$ cat config.mk
export PLATFORM = sky130hd
export DESIGN_NAME = crc16_byte_update
export DESIGN_NICKNAME = d
export VERILOG_FILES = /design/src/rtl/crc16_pkg.sv /design/src/rtl/crc16_byte_update.sv
export SDC_FILE = /design/constraint.sdc
export NUM_CORES = 1
export LEC_CHECK = 0
export CORE_AREA = 3 3 40 42
export DETAILED_ROUTE_END_ITERATION = 8
export DIE_AREA = 0 0 43 45
export GPL_TIMING_DRIVEN = 0
export PLACE_DENSITY = 0.89
export SLEW_MARGIN = 20
export SYNTH_ARGS = -nofsm -noshare
export SYNTH_HDL_FRONTEND = slang
export SYNTH_SLANG_ARGS = --single-unit
$ cat constraint.sdc
create_clock -name vclk -period 1.7
set_clock_uncertainty 0.1 [all_clocks]
set_input_delay 0.425 -clock vclk [all_inputs]
set_output_delay 0.425 -clock vclk [all_outputs]
set_load 0.02 [all_outputs]
$ cat src/rtl/crc16_pkg.sv
// -----------------------------------------------------------------------------
// crc16_pkg
// Shared definitions for the CRC-16/CCITT generator and checker:
//   CRC16_POLY          generator polynomial 0x1021 (MSB-first, no reflection)
//   CRC16_INIT_DEFAULT  default CRC register preset 0xFFFF
//   state_t             checker frame FSM states {IDLE, RECV, DONE}
//   crc16_byte()        one byte of CRC update, data bit 7 first
// -----------------------------------------------------------------------------
package crc16_pkg;

   localparam logic [15:0] CRC16_POLY         = 16'h1021;
   localparam logic [15:0] CRC16_INIT_DEFAULT = 16'hFFFF;

   typedef enum logic [1:0] {
      IDLE = 2'd0,
      RECV = 2'd1,
      DONE = 2'd2
   } state_t;

   // Eight serial shift/XOR steps unrolled into one combinational update.
   function automatic logic [15:0] crc16_byte(input logic [15:0] crc_in,
                                              input logic [7:0]  data);
      logic [15:0] crc;
      crc = crc_in;
      for (int i = 7; i >= 0; i--) begin
         if (crc[15] ^ data[i]) crc = {crc[14:0], 1'b0} ^ CRC16_POLY;
         else                   crc = {crc[14:0], 1'b0};
      end
      return crc;
   endfunction

endpackage

$ cat src/rtl/crc16_byte_update.sv
// -----------------------------------------------------------------------------
// crc16_byte_update
// Combinational single-byte CRC-16/CCITT update, shared with the generator.
//   crc_in[15:0]   current CRC register
//   data[7:0]      byte to absorb, bit 7 first
//   crc_out[15:0]  updated CRC register
// -----------------------------------------------------------------------------
module crc16_byte_update
   import crc16_pkg::*;
(
   input  logic [15:0] crc_in,
   input  logic [7:0]  data,
   output logic [15:0] crc_out
);

   assign crc_out = crc16_byte(crc_in, data);

endmodule

==> key figures, run 1 <==
Floorplanning
  • Die Y: 45 um
  • Die X: 43 um
  • Initial cell density of the core: 0.3019
  • Io pins: 40
  • Row count: 13

Synthesis
  • Main combinational cell family by area after synthesis: XOR/XNOR gates
  • Synth Instances: 25
  • Area fraction in and, or, nand and nor cells after synthesis: 0
  • Avg Cell Area, Syn: 15.51 um2
  • Synth warnings: 0
  • Synth Area in XOR/XNOR: 0.9903
  • Mapped Area: 387.9 um2
  • Post-synthesis mux area share: 0
  • Register area share after synthesis: 0
  • Synth Area in Compound Gates: 0
  • Post-Syn Nets: between 40 and 50
  • Unique cell type count in the Yosys netlist: 8
  • Adder-cell share of the synthesized area: 0

Placement
  • Final Wtd Congestion: roughly 0.60
  • HPWL Detailed: 891.8 um
  • Worst slack, placed: -1.088 ns
  • Port-buffer cells: 40

Timing
  • Worst_ep kind: output port
  • Post-GRT worst EP: crc_out[6]

Global route
  • Initial antenna violation count: 1
  • Largest net degree at the start of global routing: 4

Status
  • Last stage: global routing (5_1_grt)
  • Err: [ERROR DPL-0033] detailed placement checks failed during check placement.
  • Outcome: did not finish

Clock network
  • Cts hold-fix bufs: 0
==> metrics by stage <==
stage	instance area (um2)	setup TNS, ns	utilization	cells	hold slack [ns]
floorplan	434.2	-0.03190	-	25	0.8924
global placement	853.3	-14.27	0.6641	80	1.812
detailed placement	853.3	-14.57	0.6641	80	1.816
CTS	1179	-1.664	0.9172	106	1.175
==> Yosys cell counts <==
| master | number | area (um2) |
|---|---|---|
| xnor3_1 | 5 | 112.6 |
| xnor2_4 | 1 | 27.53 |
| xor3_4 | 1 | 27.53 |
| inv_1 | 1 | 3.750 |
| xnor2_2 | 3 | 48.80 |
| xnor2_1 | 8 | 70.07 |
| xor3_1 | 3 | 71.32 |
| xor2_1 | 3 | 26.28 |
==> cells by family after synthesis <==
kind of cell  Yosys count
xor+xnor               24
buf+inv                 1
==> repair_timing <==
item	CTS
setup endpoints to repair	16
gates resized for setup	208
pin swaps	21
setup buffers	26
==> inputs of run 2 (changes only) <==
CORE_AREA = 3 3 64 66   (was 3 3 40 42)
DIE_AREA = 0 0 67 69   (was 0 0 43 45)
PLACE_DENSITY = default   (was 0.89)
PLACE_DENSITY_LB_ADDON = 0.15   (was default)
==> run 2 against run 1 <==
  * The flow now finishes, with violations (setup timing)
  * Synthesized cell count is the same
  * Area after synthesis stayed put
==> key figures, run 2 <==
Status
  • Outcome: finished with violations
  • Violated checks: setup timing

Power and ir drop
  • Pwr Density: 577.2 nW/um2
  • Sw frac: 0.3789
  • Clock share of power: 0
  • VDD IR max: between 150 and 200 uV
  • Comb power frac: 1.000
  • Share of power burned in registers: 0
  • P_sw: between 200 and 300 uW
  • P_int: 471.4 uW
  • Lkg Pwr: 0.0006623 uW

Synthesis
  • Area share of the largest cell type after synthesis: 0.2903 (unchanged)
  • Synth area leaders: xnor3_1, xor3_1, xnor2_1
  • Avg Cell Area, Syn: 15.51 um2 (unchanged)
  • Synth Instances: 25 (unchanged)
  • Main combinational cell family by area after synthesis: XOR/XNOR gates
  • Post-Syn Nets: 49 (unchanged)
  • Adder-cell share of the synthesized area: 0 (unchanged)
  • Register area share after synthesis: 0 (unchanged)
  • Post-synthesis mux area share: 0 (unchanged)
  • Synth Area in Compound Gates: 0 (unchanged)
  • Mapped Area: 387.9 um2 (unchanged)
  • Synth area leader: xnor3_1
  • Count leader, synth: xnor2_1
  • Synth warnings: 0 (unchanged)
  • Most common library cells after synthesis: xnor2_1, xnor3_1, xnor2_2, xor2_1, xor3_1
  • Unique cell type count in the Yosys netlist: 8 (unchanged)
  • Synth Area in XOR/XNOR: 0.9903 (unchanged)
  • Area fraction in and, or, nand and nor cells after synthesis: 0 (unchanged)

Finish
  • Area Overhead vs Synth: 239.0%
  • Commonest non-fill, non-tap cell in the layout: buf_6
  • FF+latch area: 0 um2
  • # clk buffers: 0
  • Final Non-Filler Cells: between 100 and 150
  • Sequential cell count: 0
  • Nets: 115
  • Layout cells sized above 1: 0.8539
  • Most frequent cells in the layout: buf_6, buf_8, buf_4, xnor2_4, dlygate4sd2_1
  • Antenna diode count: 0

Timing
  • Min Tclk post-route: approximately 1.9 ns
  • Rel. slew slack: 0.8815
  • Worst hold slack: 1.202 ns
  • Worst Slack Setup Final: -0.1878 ns
  • RSZ-0062 raised after global routing: yes
  • Final cycle utilization of the critical path: 1.110
  • Setup tns final: -1.429 ns
  • Measured slew at the worst slew-check pin: 0.1777 ns
  • Setup-failing EPs final: 15
  • Final hold vios: 0
  • Fmax: 0.5297 GHz
  • Final Slew Violations: 0

Drt
  • Total iterations of the first detailed-routing run: 2
  • 1st-iter DRT viols: 2
  • DR vias/cell: around 3.2
  • Vias: between 400 and 500
  • DR WL/cell: 10.58 um
  • WL final: 1449 um
  • DRC violations left: 0
  • Post-DRT Antenna Nets: 0

Critical path
  • Critical path type: in -> out
  • Most frequent CP cell: buf_6
  • Worst Path Max Fanout: 2
  • Required time of the worst setup path: 1.17 ns
  • CP Buf/Inv Count: 3
  • Setup crit end kind: output pin
  • CP max stage cell: xnor3_2
  • Critical Path, Cell by Cell: buf_8 -> xnor2_4 -> buf_6 -> xnor3_2 -> buf_6
  • CP delay by family, top: XOR/XNOR gates
  • Startpoint types: primary input
  • CP peak stage delay: 0.39 ns
  • CP arrival: 1.36 ns

Job
  • Max Cap Viol: 0

Global route
  • Total track usage: 0.05827
  • Vias in the first global route: about 530
  • Initial antenna violation count: 0
  • Largest net degree at the start of global routing: 5
  • First-pass GRT wire length: about 2200 um
  • Total gr overflow: 0

Min path
  • Min-Delay Path Class: in -> out

Placement
  • Number of cells after detailed placement: 113 (+41%)
  • Port-buffer cells: 40 (unchanged)
  • Worst slack, placed: -1.086 ns (+0.002440 ns)
  • Final Wtd Congestion: 0.5854 (-2.2%)
  • HPWL Detailed: 906.9 um (+1.7%)

Floorplanning
  • Die X: 67 um (+56%)
  • Io pins: 40 (unchanged)
  • Die Y: 69 um (+53%)
  • Die ar.: 4623 um2
  • Initial cell density of the core: 0.1067 (-0.1951)
  • Core area: around 3600 um2
  • Row count: 22 (+9)

Clock network
  • Cts hold-fix bufs: 0 (unchanged)
run 2: worst paths after layout:
| kind | from | end | slack, ns | cells past startpoint |
|---|---|---|---|---|
| min | crc_in[6] | crc_out[14] | 1.20 | 3 |
| max | data[4] | crc_out[12] | -0.19 | 5 |
run 2: through the flow:
step                power [uW]    util  instance area, um2
detailed placement       564.4  0.2462               894.6
floorplan                312.3       -               434.2
CTS                      711.7  0.3268                1187
global placement         568.0  0.2462               894.6
global route             794.4  0.3619                1315
finish                   759.0  0.3619                1315
run 2: area by class of cell:
type | instances | area [um2]
timing repair buffer | 64 | 713.2
tap | 48 | 60.06
multi-input combinational | 24 | 535.5
fill | 371 | 2318
inverter | 1 | 6.256
run 2: metal layers:
layer | up-vias | share of wire | global-route usage
li1 | 210 | - | -
met1 | 214 | 0.25 | 0.05295
met2 | 21 | 0.67 | 0.1310
met3 | 0 | 0.083 | 0.008143
met4 | 0 | 0 | 0
met5 | - | 0 | 0
run 2: kinds of logic (layout without fill, tap and decap cells):
family / after synthesis / after routing
buffers and inverters: 1 / 65
xor gates and xnor gates: 24 / 24
run 2: power by group through the flow:
stage	Sequential [uW]	Combinational (uW)	Clock, uW
6_report	0	759	0
5_1_grt	0	794	0
4_1_cts	0	712	0
3_5_place_dp	0	564	0
3_3_place_gp	0	568	0
2_1_floorplan	0	312	0
run 2: worst min-delay path: cells and delay by family:
family	cells	cell delay, ns
XOR/XNOR	1	0.25
buffers and inverters	2	0.20
run 2: repair_timing:
item / in CTS / in global routing
endpoints found under the hold margin: 0 / 0
endpoints found under the setup margin: 16 / 15
pin swaps: 21 / 11
buffers inserted: 22 / 4
resized for setup: 210 / 23
Note: power is estimated with default switching activity, not from simulation.
